File: src/rtl/fir_pkg.sv
// Shared defaults, FSM state type and rounding helper for the FIR result writer.
package fir_pkg;

  localparam int IN_W_DEF   = 93;
  localparam int OUT_W_DEF  = 16;
  localparam int ADDR_W_DEF = 11;
  localparam int RC_W       = 256;

  typedef enum logic [1:0] {
    IDLE,
    RUN,
    DRAIN
  } state_t;

  // Half an output LSB at the input scale: 2^(shift-1).
  function automatic logic [RC_W-1:0] round_const(input int shift);
    return RC_W'(1) << (shift - 1);
  endfunction

endpackage

File: src/rtl/fir_round_sat.sv
// Two-stage rescaler: round-half-up + arithmetic shift, then saturate to OUT_W.
module fir_round_sat
  import fir_pkg::*;
#(
  parameter int IN_W  = IN_W_DEF,
  parameter int OUT_W = OUT_W_DEF,
  parameter int SHIFT = 20
) (
  input  logic             clk,
  input  logic             rst,
  input  logic             in_valid,
  input  logic [IN_W-1:0]  in_data,
  output logic             out_valid,
  output logic [OUT_W-1:0] out_data,
  output logic             out_sat
);

  localparam int SH_W = IN_W + 1 - SHIFT;
  localparam logic [IN_W:0] RND = (IN_W + 1)'(round_const(SHIFT));
  localparam logic [OUT_W-1:0] OUT_MAX = {1'b0, {(OUT_W - 1){1'b1}}};
  localparam logic [OUT_W-1:0] OUT_MIN = {1'b1, {(OUT_W - 1){1'b0}}};

  // One guard bit above the sign keeps the rounding add from overflowing.
  logic [IN_W:0]    sum;
  logic [SHIFT-1:0] frac_unused;
  logic             s1_valid;
  logic [SH_W-1:0]  s1_q;
  logic             ovf;
  logic [OUT_W-1:0] clamp;

  assign sum         = {in_data[IN_W-1], in_data} + RND;
  assign frac_unused = sum[SHIFT-1:0];

  always_ff @(posedge clk) begin
    if (!rst) begin
      s1_valid <= 1'b0;
    end else begin
      s1_valid <= in_valid;
    end
  end

  // NOTE: pure datapath registers need no reset; only the valid bits qualify them.
  always_ff @(posedge clk) begin
    if (in_valid) begin
      s1_q <= sum[IN_W:SHIFT];
    end
  end

  generate
    if (SH_W > OUT_W) begin : g_clip
      logic [SH_W-OUT_W:0] top;
      assign top   = s1_q[SH_W-1:OUT_W-1];
      assign ovf   = !((&top) || !(|top));
      assign clamp = ovf ? (s1_q[SH_W-1] ? OUT_MIN : OUT_MAX) : s1_q[OUT_W-1:0];
    end else begin : g_ext
      assign ovf   = 1'b0;
      assign clamp = OUT_W'($signed(s1_q));
    end
  endgenerate

  always_ff @(posedge clk) begin
    if (!rst) begin
      out_valid <= 1'b0;
      out_data  <= '0;
      out_sat   <= 1'b0;
    end else begin
      out_valid <= s1_valid;
      out_sat   <= s1_valid & ovf;
      if (s1_valid) begin
        out_data <= clamp;
      end
    end
  end

endmodule

File: src/rtl/fir_result_writer.sv
// Frame controller: accepts FRAME_LEN filter samples, writes rescaled results to RAM.
module fir_result_writer
  import fir_pkg::*;
#(
  parameter int IN_W      = IN_W_DEF,
  parameter int OUT_W     = OUT_W_DEF,
  parameter int SHIFT     = 20,
  parameter int ADDR_W    = ADDR_W_DEF,
  parameter int FRAME_LEN = 2048
) (
  input  logic              clk,
  input  logic              rst,
  input  logic              start,
  input  logic [IN_W-1:0]   in_data,
  input  logic              in_valid,
  input  logic [1:0]        in_error,
  output logic [ADDR_W-1:0] ram_address,
  output logic [OUT_W-1:0]  ram_data,
  output logic              ram_wren,
  output logic              busy,
  output logic              done,
  output logic [ADDR_W:0]   sat_count,
  output logic              err_seen
);

  localparam int CNT_W = ADDR_W + 1;
  localparam logic [CNT_W-1:0] LAST    = CNT_W'(FRAME_LEN - 1);
  localparam logic [CNT_W-1:0] SAT_MAX = '1;

  state_t           state, state_nxt;
  logic [CNT_W-1:0] acc_cnt;
  logic [CNT_W-1:0] wr_cnt;
  logic             arm, accept, last_acc, last_wr;
  logic             pipe_valid, pipe_sat;
  logic [OUT_W-1:0] pipe_data;

  assign arm      = (state == IDLE) && start;
  assign accept   = (state == RUN) && in_valid;
  assign last_acc = accept && (acc_cnt == LAST);
  assign last_wr  = pipe_valid && (wr_cnt == LAST);

  fir_round_sat #(
    .IN_W (IN_W),
    .OUT_W(OUT_W),
    .SHIFT(SHIFT)
  ) u_round_sat (
    .clk      (clk),
    .rst      (rst),
    .in_valid (accept),
    .in_data  (in_data),
    .out_valid(pipe_valid),
    .out_data (pipe_data),
    .out_sat  (pipe_sat)
  );

  always_ff @(posedge clk) begin
    if (!rst) begin
      state <= IDLE;
    end else begin
      state <= state_nxt;
    end
  end

  // NOTE: every always_comb output gets a default first so no latch is inferred.
  always_comb begin
    state_nxt = state;
    busy      = 1'b0;
    case (state)
      IDLE:    if (start) state_nxt = RUN;
      RUN:     if (last_acc) state_nxt = DRAIN;
      DRAIN:   if (last_wr) state_nxt = IDLE;
      default: state_nxt = IDLE;
    endcase
    busy = (state != IDLE);
  end

  always_ff @(posedge clk) begin
    if (!rst) begin
      acc_cnt   <= '0;
      wr_cnt    <= '0;
      sat_count <= '0;
      err_seen  <= 1'b0;
    end else if (arm) begin
      acc_cnt   <= '0;
      wr_cnt    <= '0;
      sat_count <= '0;
      err_seen  <= 1'b0;
    end else begin
      if (accept) begin
        acc_cnt <= acc_cnt + 1'b1;
      end
      if (accept && (in_error != 2'b00)) begin
        err_seen <= 1'b1;
      end
      if (pipe_valid) begin
        wr_cnt <= last_wr ? '0 : wr_cnt + 1'b1;
      end
      if (pipe_valid && pipe_sat && (sat_count != SAT_MAX)) begin
        sat_count <= sat_count + 1'b1;
      end
    end
  end

  // Gating with rst suppresses a write that would otherwise land in the reset cycle.
  assign ram_wren    = pipe_valid & rst;
  assign done        = last_wr & rst;
  assign ram_data    = pipe_data;
  assign ram_address = wr_cnt[ADDR_W-1:0];

endmodule
File: config.mk
export PLATFORM = sky130hd
export DESIGN_NAME = fir_result_writer
export DESIGN_NICKNAME = d
export VERILOG_FILES = /design/src/rtl/fir_pkg.sv /design/src/rtl/fir_round_sat.sv /design/src/rtl/fir_result_writer.sv
export SDC_FILE = /design/constraint.sdc
export NUM_CORES = 1
export LEC_CHECK = 0
export ABC_CLOCK_PERIOD_IN_PS = 7730
export CAP_MARGIN = 0
export CELL_PAD_IN_SITES_DETAIL_PLACEMENT = 0
export CELL_PAD_IN_SITES_GLOBAL_PLACEMENT = 1
export CORE_UTILIZATION = 30
export DETAILED_ROUTE_END_ITERATION = 12
export PLACE_DENSITY = 0.61
export REMOVE_ABC_BUFFERS = 1
export SLEW_MARGIN = 40
export SYNTH_ARGS = -nofsm -noshare
export SYNTH_HDL_FRONTEND = slang
export SYNTH_SLANG_ARGS = --single-unit
File: constraint.sdc
create_clock -name clk -period 7.73 [get_ports clk]
set_clock_uncertainty 0.2 [all_clocks]
set_input_delay 1.546 -clock clk [delete_from_list [all_inputs] [get_ports clk]]
set_output_delay 1.546 -clock clk [all_outputs]
set_load 0.01 [all_outputs]
Yosys cells after proc, flatten, opt, wreduce, memory -nomap -nowiden
Index checks and enable logic that the tools add are counted.

word-level totals
  memory bits (writable) = 0
  register bits after elaboration = 132
  output and inout port bits = 43
  memories = 0
  logic and storage cells = 50
  bits in read-only memories = 0
  latch bits = 0

cells by class
  muxes and demuxes = 7
  $mul = 0
  add/sub/neg operators = 4
  reductions and logical operators = 17
  shifts and indexed selects = 0
  div/mod/pow operators = 0
  equality and inequality tests = 8
  $lt $le $gt $ge = 0
  bitwise gates (word level) = 4

operator list
  operator                  number
  $add A93 B21 Y94 const B  1
  $reduce_and A59 Y1        1
  $reduce_or A59 Y1         1
  $add A12 B1 Y12 const B   3
  $mux W16                  2
  $eq A12 B11 Y1 const B    2
  $mux W12                  1
  $ne A12 B12 Y1 const B    1
  $logic_and A1 B1 Y1       7
  $mux W2                   3
  $ne A2 B2 Y1 const B      3
  $pmux W2 S3               1
  $reduce_bool A2 Y1        2
  $and A1 B1 Y1             3
  $reduce_and A3 Y1         1
  $eq A2 B1 Y1 const B      1
  $eq A2 B2 Y1 const B      1
  $logic_not A1 Y1          2
  $logic_not A2 Y1          1
  $reduce_or A2 Y1          1
  $logic_or A1 B1 Y1        1
  $not A1 Y1                1

Depth between registers and ports, before layout
  depth after elaboration = 5
  gate-level depth with buffers = 7
  depth with buffers taken out = 7

Cells and area by module
Synthesis repeated with hierarchy kept, for this count alone.

unflattened totals
  cell total of the unflattened synthesis = 653
  area total of the unflattened synthesis = 6691.4 µm²

modules (own cells, without submodules)
  module             times used  seq. area each (µm²)  area each (µm²)  cells an instance
  fir_round_sat      1           2602.5                4797.1           436
  fir_result_writer  1           780.7                 1894.3           217

Worst setup path after synthesis
No wires, ideal clock.

  path type = input -> register
  from = input in_valid
  to = register acc_cnt[11]
  library setup time = 0.128 ns
  path slack = 2.399 ns
  buffers on the path = 1
  stages = 6
  arrival time = 5.003 ns
  cell sequence = and3b_1 -> clkbuf_1 -> nand4_1 -> or3_1 -> xor2_1 -> nor2_1

between the ends
  cells in the longest elaborated chain, start to end = 1

ends and longest elaborated chain
  what                  RTL line                 source
  start, declared       fir_result_writer.sv:15  input logic in_valid,
  $logic_and A1 B1 Y1   fir_result_writer.sv:38  assign accept = (state == RUN) && in_valid;
  via accept            fir_result_writer.sv:33  logic arm, accept, last_acc, last_wr;
  end signal, assigned  fir_result_writer.sv:90  acc_cnt <= acc_cnt + 1'b1;
  end, declared         fir_result_writer.sv:31  logic [CNT_W-1:0] acc_cnt;

The timed path passes the listed nets, and every way through them passes these cells.
A chain may end at the register's enable or synchronous reset.

Worst setup path after layout
  from = input rst
  to = output done

between the ends
  cells in the longest elaborated chain, start to end = 1

ends and longest elaborated chain
  what             RTL line                  source
  start, declared  fir_result_writer.sv:12   input logic rst,
  $and A1 B1 Y1    fir_result_writer.sv:106  assign done = last_wr & rst;
  end, declared    fir_result_writer.sv:21   output logic done,

No other way between the ends.

==> impl.org <==
** Clocking
- TritonCTS built the clock tree.
- After clock tree synthesis, the repair step resized 0 gates.
- The clock net in this run drives a total of 132 sinks.
- Total clock buffers created by CTS :: 17
- Clock transition at the registers of the reported paths :: 0.06 ns
- After clock tree synthesis, the flow added hold-fix buffers numbering 0.
- Root Buffer Master :: clkbuf_16
- Number of buffers between clock root and the deepest sink :: 2
- CTS H-Tree Depth :: 4
- Clock latency on the worst-skew pair, taken at its later pin, is 0.42 ns.
- Number of setup buffers added after CTS :: 0

** Worst setup path
- Cell with the biggest individual delay on the critical path :: clkdlybuf4s50_1
- At the worst endpoint, the required time is 5.98 ns.
- Critical setup path kind :: input pin to output pin
- Stage delay of the slowest cell on the critical path :: 0.59 ns
- Top fanout value on the critical path :: 7
- The worst setup path is launched from an input pin.
- First element of the critical path :: rst
- Crit Reg-Reg Startpoint :: u_round_sat.s1_q[30]
- Number of buffer and inverter stages on the critical path :: 3
- The setup check on the worst reg-to-reg path leaves a slack of 4.96 ns.
- The worst setup path is captured at an output pin.
- Critical-path cell list :: clkdlybuf4s50_1 > inv_1 > nor2_1 > clkdlybuf4s50_1
- Family with the most delay on the worst path :: buffers and inverters
- Most frequent cell on the critical path :: clkdlybuf4s50_1
- Data on the critical path arrives at its endpoint at between 2 and 3 ns.

** GRT
- Entering global routing, the biggest net connects just over 80 pins.
- Number of antenna violations at the first check in global routing :: 0
- The number of global-route vias before repair is about 4.9k.
- Tot GR Track Use :: 14.7%
- Global routing finished with a remaining overflow of 0.
- Global-route wire length before repair :: 24800 um

** Route
- DRC Markers :: 0
- Dividing the detail-routed wire length by the instance count gives 15.1 um.
- Using the TritonRoute via totals, the vias-per-cell ratio works out to 4.90.
- The routed layout has 5020 vias.
- The first routing iteration left ~280 violations.
- Wires add up to 15400 um.
- 1st-pass router iterations :: 4
- In this run the remaining antenna-violating nets after routing total 0.

** Logic synthesis
- Distinct cell type count of the synthesized netlist :: 39
- The most used flip-flop cell after synthesis is edfxtp_1.
- Post-synth EDFFs :: 74
- After synthesis, the mean cell area works out to 10.4 sq um.
- Total standard cell area after synthesis :: 6420 sq um
- Synthesis inferred 132 register bits.
- During synthesis, Yosys emitted a total of 0 warnings.
- After synthesis, the share of flip-flops with an asynchronous set or reset is 0%.
- Number of cells produced by synthesis :: 617
- For this run, the register share of the synthesized area comes to 52.7%.

** Final layout
- The post-route netlist has ~6.5% of its cells at a drive strength greater than 1.
- The area growth from synthesis to layout is 32.4%.
- Commonest non-fill, non-tap cell in the layout :: clkdlybuf4s50_1
- At the end of the flow, the number of nets in the layout was 839.
- Commonest cells after routing, fill and taps aside :: clkdlybuf4s50_1 (122), nor2_1 (84), edfxtp_1 (74)
- Count of antenna diodes in the layout :: 0
- For this run, the share of the core covered by cells in the final layout is 40.4%.
- Fin cells :: 1024
- The finished cells cover 8500 sq um.

** Timing
- In the final timing run, aggregate negative setup slack is 0 ns.
- Slew at the pin closest to its max-slew limit :: approximately 0.75 ns
- Headroom to the max-slew limit came out at 49.7%.
- Unrepaired setup endpoints after global routing :: false
- Highest Clock Rate :: ~210 MHz
- Max Slew Vio Count :: 0
- On the final layout, the worst hold slack is around 0.25 ns.
- Worst Slack Setup Final :: 3.00 ns
- Post-layout minimum cycle time :: 4.74 ns
- The count of endpoints failing hold in the final timing report is 0.
- Final-report setup violation count :: 0
- Period Utilization, post-route :: just over 60%

** Status
- The flow ran to the end, and the final reports show no timing, DRC or antenna violations.

** Power
- The analysis attributes to cell leakage a power of 2.80 nW.
- In this run the power density over the cells is 205 nW/um^2.
- Total design power :: 1.74 mW
- Across the VDD grid, the largest voltage drop is between 0.09 and 0.1 mV.

** Floorplan
- After floorplanning, the core was sized to cover ~21000 sq um.
- Die extent in y :: 148 um
- Die outline area :: 22000 sq um
- Top-level I/O count :: 142
- Measured along the x axis, the die boundary spans 148 um.
- Row generation in the floorplan step produced 53 rows.
- For this configuration, the core starts out at a cell density of 30.5%.

** Hold path
- Hold/Removal Path Class :: flop to flop
- The startpoint identified for the worst hold timing path is err_seen.

** Placed design
- DPL Wire Length :: 11700 um
- Routability cong. :: ~0.8
- Counting tap cells, the placed design contains a total of 992 instances.
- OpenSTA, run right after detailed placement, puts the worst setup slack at 2.98 ns.
- I/O Buffers :: 122
- Placed cell area :: 7880 sq um

** Job
- Across the run, the number of max-cap violations was 0.
==> tightest hold or removal path: stages, from the launching register on <==
cell and delay, ns:
dfxtp_1 0.31, inv_1 0.04, a21oi_1 0.05
==> area by class of cell <==
cell class | instances | area [sq um]
Clock buffer | 18 | 429
Clock inverter | 14 | 185
Fill cell | 2046 | 12500
Inverter | 9 | 33.8
Multi-Input combinational cell | 453 | 2890
Sequential cell | 132 | 3380
Tap cell | 275 | 344
Timing Repair Buffer | 123 | 1230
==> final timing paths <==
path              cells past startpoint                      end
setup / recovery                      4                     done
hold / removal                        2                 err_seen
setup reg to reg                      6  u_round_sat.out_data[3]
hold reg to reg                       2                 err_seen
==> cells by family (layout without fill, tap and decap cells) <==
logic type      count (synthesis)  in the layout  synth area share (%)
simple gates                  311            311                  26.4
flops                         132            132                  52.7
xor+xnor                       97             97                  13.2
compound gates                 39             39                  3.94
buf+inv                        32            164                  2.65
fa+ha+maj                       4              4                 0.780
mux                             2              2                 0.312
==> state kept, by name, summed over array words and instances, names as in the netlist <==
| register | count |
|---|---|
| err_seen | 1 |
| u_round_sat.s1_valid | 1 |
| u_round_sat.out_valid | 1 |
| wr_cnt | 12 |
| u_round_sat.s1_q | 74 |
| state | 2 |
| sat_count | 12 |
| u_round_sat.out_sat | 1 |
| acc_cnt | 12 |
| u_round_sat.out_data | 16 |
==> Yosys cell counts (10+ instances only) <==
cell type | number | area (sq um)
and3_1 | 17 | 106
nor3_1 | 11 | 55.1
buf_4 | 11 | 82.6
and4_1 | 12 | 105
xnor2_1 | 58 | 508
edfxtp_1 | 74 | 2220
nor4_1 | 20 | 125
xor2_1 | 39 | 342
nor2_1 | 84 | 315
a211oi_1 | 15 | 113
nand4_1 | 49 | 307
nand3_1 | 44 | 220
dfxtp_1 | 58 | 1160
clkbuf_1 | 10 | 37.5
nand2_1 | 40 | 150
a21oi_1 | 10 | 50.1
==> metal layers <==
metal	routed length [um]	GRT usage, %	vias up
met3	817	3.37	18
met2	7380	24.4	141
met4	263	5.57	0
li1	-	-	2494
met5	0	0	-
met1	6990	18.5	2367
==> report_power, final <==
group	leakage [nW]	switching (mW)	internal, mW
Clock	0.297	0.302	0.537
Sequential	1.15	0.0127	0.766
Combinational	1.35	0.0575	0.0640
Total	2.80	0.372	1.37
Note: power is estimated with default switching activity, not from simulation.
